<file path="src/rtl/csa_pkg.sv">
// csa_pkg -- shared constants and types for the dual-rail checker.
//   DEFAULT_WIDTH : default data width of the checked sum
//   chk_state_e   : checker FSM state (ST_OK, ST_FAULT)
package csa_pkg;

    localparam int DEFAULT_WIDTH = 8;

    typedef enum logic {
        ST_OK    = 1'b0,
        ST_FAULT = 1'b1
    } chk_state_e;

endpackage

</file>
<file path="src/rtl/dual_rail_cmp.sv">
// dual_rail_cmp -- combinational syndrome for a dual-rail (true/complement) sum.
// Ports:
//   s, s_invert    : true and complement sum rails (WIDTH)
//   c_out1, c_out2 : true and complement carry rails
//   syndrome       : WIDTH+1 bits, 1 where the two rails agree (i.e. are broken);
//                    bit WIDTH is the carry, bits WIDTH-1:0 the sum
//   any_err        : OR of the syndrome
module dual_rail_cmp
    import csa_pkg::*;
#(
    parameter int WIDTH = DEFAULT_WIDTH
) (
    input  logic [WIDTH-1:0] s,
    input  logic [WIDTH-1:0] s_invert,
    input  logic             c_out1,
    input  logic             c_out2,
    output logic [WIDTH:0]   syndrome,
    output logic             any_err
);

    // XNOR: a healthy pair is always complementary, so equality is the fault.
    assign syndrome = {c_out1 ~^ c_out2, s ~^ s_invert};
    assign any_err  = |syndrome;

endmodule

</file>
<file path="config.mk">
export PLATFORM = sky130hd
export DESIGN_NAME = dual_rail_cmp
export DESIGN_NICKNAME = d
export VERILOG_FILES = /design/src/rtl/csa_pkg.sv /design/src/rtl/dual_rail_cmp.sv
export SDC_FILE = /design/constraint.sdc
export NUM_CORES = 1
export LEC_CHECK = 0
export CAP_MARGIN = 20
export CELL_PAD_IN_SITES_DETAIL_PLACEMENT = 0
export CELL_PAD_IN_SITES_GLOBAL_PLACEMENT = 1
export CORE_AREA = 10 10 47 49
export DETAILED_ROUTE_END_ITERATION = 6
export DIE_AREA = 0 0 57 59
export GPL_TIMING_DRIVEN = 0
export PLACE_DENSITY_LB_ADDON = 0.1
export SYNTH_ARGS = -nofsm -noshare
export SYNTH_HDL_FRONTEND = slang
export SYNTH_SLANG_ARGS = --single-unit
</file>
<file path="constraint.sdc">
create_clock -name vclk -period 1.1
set_input_delay 0.275 -clock vclk [all_inputs]
set_output_delay 0.275 -clock vclk [all_outputs]
set_load 0.02 [all_outputs]
</file>
==> out/results.tsv, run 1 <==
metric	value	unit
final_count_of_hold_timing_violations	0	
dp.final_hpwl	700.8	um
most_frequent_cell_after_synthesis	sky130_fd_sc_hd__xnor2_1	
die_w	57	um
overflow	0	
dr.first_iter.drc_count	0	
num-clock-buffers	0	
fp.coreArea	1401	sq um
max_cap_violations	0	
min-delay-path-class	in -> out	
n_sequential_cell	0	
hp-start	s[4]	
yosysTopAreaCell	sky130_fd_sc_hd__xnor2_1	
critical_path.endpoint_type	primary output	
power.density	586.7	nW/um^2
drcViolationCount	0	
synthDominantCellAreaShare	79.75	%
netlist_area	98.85	sq um
number_of_hold_buffers_added_after_cts	0	
report.final.slew_viol_count	0	
cp_max_fo	2	
final_layout_size_suffix_gt1_share	93.18	%
layout_min_cycle_time	1334	ps
max-vdd-ir-drop	178.0	uV
drt_pass1_iterations	1	
antenna_violating_nets_post_route	0	
wirelength	813	um
worst_slack	-234.0	ps
grt_pass1_wl	1.311	mm
register_area	0	sq um
timing.final.crit_share	121.3	%
grt_use_total	4.603	%
antenna_violations_before_repair	0	
placer_congestion_estimate	0.6852	
timing.hold.ws	868.3	ps
syn_inst	13	
min_delay_worst_endpoint	syndrome[4]	
whs_path_depth	3	
pin_count_of_the_biggest_net_entering_global_routing	3	
ys_top_cells_by_count	sky130_fd_sc_hd__xnor2_1 (9), sky130_fd_sc_hd__nand3_1 (1), sky130_fd_sc_hd__nor2_1 (1), sky130_fd_sc_hd__nor3_1 (1), sky130_fd_sc_hd__nor4_1 (1)	
syn2layout_area_growth	382.3	%
violations	setup timing	
leakagePower	0.2302	nW
numPortBuffers	28	
worst_setup_path_start_kind	input pin	
cp_data_required_time	820	ps
synthesis.yosys.warnings	0	
core.rowCount	14	
placed_area	489.2	sq um
initial_util	7.054	%
synth.net_count	31	
nNetsFinal	64	
critPathArrivalTime	1060	ps
post_drt_via_cell_ratio	3.733	
worst-slew-pin-transition	197.8	ps
rsz0062_at_grt	yes	
die_h	59	um
netlist_top_cells_area	sky130_fd_sc_hd__xnor2_1 (80%), sky130_fd_sc_hd__nor4_1 (6.3%), sky130_fd_sc_hd__nand3_1 (5.1%)	
wl_per_cell	13.55	um
die_area	3363	sq um
timing_worst_setup_path_type	in -> out	
grt_pass1_vias	280	
finalSetupViolCount	2	
antennaDiodeCount	0	
via_count	224	
max_freq	0.7496	GHz
timing.slew.headroom	86.71	%
post_synth_num_cell_types	5	
io-pin-count	28	
final_design_area_no_fill	476.7	sq um
syn-mean-instance-area	7.603	sq um
status	finished, violations left	
sequential_element_share_of_the_synthesized_area	0	%
[metal layers]
metal / GRT usage (%) / vias up / wire, um
met4: 0 / 0 / 0
li1: - / 107 / -
met2: 6.977 / 27 / 293
met3: 2.790 / 0 / 143
met5: 0 / - / 0
met1: 5.776 / 90 / 376
[repair_timing]
item | 4_1_cts | 5_1_grt
endpoints found under the setup margin | 10 | 6
setup buffers | 3 | 1
resized for setup | 125 | 7
pin swaps | 12 | 4
cloned | 0 | 0
[critical path: stages]
cell                      delay (ps)
sky130_fd_sc_hd__buf_8           100
sky130_fd_sc_hd__xnor2_4         140
sky130_fd_sc_hd__nor4_4          270
sky130_fd_sc_hd__nand3_1         120
sky130_fd_sc_hd__buf_6           150
[placed cells by master (no fill, tap or decap), drive strengths merged]
master       synthesis  final
buf                  0     28
xnor2                9      9
clkbuf               0      2
nor2                 1      1
nor4                 1      1
nor3                 1      1
nand3                1      1
dlygate4sd2          0      1
[power by group]
group          switching [mW]  internal, mW
sequential                  0             0
combinational           0.126         0.154
clock                       0             0
total                   0.126         0.154
[cells by family after synthesis]
| kind of cell | share of synthesized area, % |
|---|---|
| xor gates and xnor gates | 79.75 |
| and+or+nand+nor | 20.24 |
[cell type report]
| cell class | instances | area [sq um] |
|---|---|---|
| Fill cell | 155 | 924.6 |
| Multi-Input combinational cell | 13 | 220.2 |
| Tap cell | 16 | 20.02 |
| Timing Repair Buffer | 31 | 236.5 |
[how the worst max path moves through the flow]
| stage | startpoint | endpoint | cells after the start |
|---|---|---|---|
| after floorplan | s_invert[1] | any_err | 3 |
| after global placement | s_invert[1] | any_err | 5 |
| after detailed placement | s_invert[1] | any_err | 5 |
| after CTS | s[1] | any_err | 5 |
| after global routing | s[1] | any_err | 5 |
| final | s[1] | any_err | 5 |
[through the flow]
stage	util [%]	worst slack [ps]	setup TNS, ps	std cells	total power, mW
final	34.02	-234.0	-322.3	60	0.2797
after global routing	34.02	-314.1	-430.7	60	0.2967
after CTS	32.86	-290.8	-360.9	60	0.2683
after detailed placement	34.91	-1151	-7766	57	0.2751
after global placement	34.91	-1133	-7704	57	0.2743
after floorplan	-	-92.67	-92.67	13	0.1168
No activity file was read; power rests on OpenSTA's default activity.
==> inputs of run 2 (changes only) <==
==> constraint.sdc (replaced) <==
create_clock -name vclk -period 1.1
set_input_delay 0.275 -clock vclk [all_inputs]
set_output_delay 0.275 -clock vclk [all_outputs]
set_load 0.1 [all_outputs]
==> out/results.tsv, run 2 (synthesis results as in run 1) <==
metric	value	unit	change
status	finished, violations left		
violations	setup timing		
grt_pass1_wl	1.538	mm	+17%
report.final.slew_viol_count	0		unchanged
route.met3.wl	131	um	-8.4%
drt_pass1_iterations	1		unchanged
numPortBuffers	28		unchanged
max_freq	0.7073	GHz	-5.7%
layout_min_cycle_time	1414	ps	+79.94 ps
max_cap_violations	0		unchanged
critical_path.endpoint_type	primary output		
timing_worst_setup_path_type	in -> out		
nNetsFinal	67		+4.7%
dr.first_iter.drc_count	0		unchanged
die_w	57	um	unchanged
worst_slack	-313.9	ps	-79.94 ps
core.rowCount	14		unchanged
initial_util	7.054	%	unchanged
grt_use_total	5.546	%	+0.94 points
critPathArrivalTime	1140	ps	+80 ps
num-fill-cells	120		-23%
wirelength	915	um	+13%
final_layout_size_suffix_gt1_share	100.0	%	+6.8 points
antenna_violating_nets_post_route	0		unchanged
timing.slew.headroom	67.60	%	-19 points
via_count	237		+5.8%
io-pin-count	28		unchanged
most_frequent_cells_in_the_layout	sky130_fd_sc_hd__buf_6 (14), sky130_fd_sc_hd__buf_8 (10), sky130_fd_sc_hd__xnor2_4 (9), sky130_fd_sc_hd__buf_12 (9)		
num-clock-buffers	0		unchanged
area_of_the_multi_input_gates	309.0	sq um	+40%
die_area	3363	sq um	unchanged
fp.coreArea	1401	sq um	unchanged
timing.final.crit_share	128.5	%	+7.3 points
die_h	59	um	unchanged
cp_data_required_time	820	ps	about the same
antennaDiodeCount	0		unchanged
min_delay_worst_endpoint	syndrome[3]		
top_signal_layer_used	met3		
grt_pass1_vias	301		+7.5%
finalSetupViolCount	8		+6
register_area	0	sq um	unchanged
syn2layout_area_growth	731.6	%	
pre_cts_ws	-1540	ps	-388.7 ps
final_count_of_hold_timing_violations	0		unchanged
dp.final_hpwl	760.9	um	+8.6%
placer_congestion_estimate	0.6081		-11%
min-delay-path-class	in -> out		
met2_wirelength	519	um	+77%
detail_route.wirelength.met1	265	um	-30%
rsz0062_at_grt	yes		
cp_max_fo	2		unchanged
power.density	867.6	nW/um^2	+48%
hp-start	s[3]		
worst_setup_path_start_kind	input pin		
overflow	0		unchanged
pin_count_of_the_biggest_net_entering_global_routing	3		unchanged
wl_per_cell	14.52	um	+7.2%
max-vdd-ir-drop	422.1	uV	+140%
n_sequential_cell	0		unchanged
post_drt_via_cell_ratio	3.762		+0.77%
final_common_cell	sky130_fd_sc_hd__buf_6		
antenna_violations_before_repair	0		unchanged
drcViolationCount	0		unchanged
worst-slew-pin-transition	489.4	ps	+291.5 ps
whs_path_depth	3		unchanged
leakagePower	0.3397	nW	+48%
timing.hold.ws	885.7	ps	+17.38 ps
run 2: worst max-delay path by stage:
stage / from / to / depth (start not counted)
after global placement: s[2] / any_err / 5
after CTS: s[1] / any_err / 5
final: s[1] / any_err / 5
after floorplan: s[2] / any_err / 3
after global routing: s_invert[3] / any_err / 5
after detailed placement: s[2] / any_err / 5
run 2: through the flow:
stage                     instances  utilization, %  instance area, sq um  total power, mW  TNS [ps]
after floorplan                  13               -                 302.8           0.3780     -1093
after global placement           57           43.04                 603.1           0.5502    -13480
after detailed placement         57           43.04                 603.1           0.5534    -13540
after CTS                        65           57.68                 808.3           0.7137    -956.4
after global routing             63           58.66                 822.0           0.7349    -888.2
final                            63           58.66                 822.0           0.7132    -692.6
run 2: critical path: stages:
cell and delay (ps):
sky130_fd_sc_hd__buf_8 100, sky130_fd_sc_hd__xnor2_4 140, sky130_fd_sc_hd__nor4_4 330, sky130_fd_sc_hd__nand3_4 110, sky130_fd_sc_hd__buf_12 170
run 2: power by group:
part | internal [mW] | leakage [nW] | total, mW | switching (mW)
Sequential | 0 | 0 | 0 | 0
Combinational | 0.326 | 0.340 | 0.713 | 0.387
Clock | 0 | 0 | 0 | 0
Total | 0.326 | 0.340 | 0.713 | 0.387
run 2: layer usage:
layer	track usage, %	vias to the layer above
met5	0	-
met4	0	0
met3	2.790	0
met2	10.39	18
met1	5.742	108
li1	-	111
run 2: area by class of cell:
| type | count | area share (%) |
|---|---|---|
| repair buffers | 34 | 59.97 |
| multi-input cells | 13 | 37.60 |
| well taps | 16 | 2.435 |
run 2: timing repair:
item                       in CTS  in global routing
setup endpoints to repair      10                 10
setup buffers                   8                  1
resized for setup             203                 11
hold buffers                    0                  0
pin swaps                      11                  4
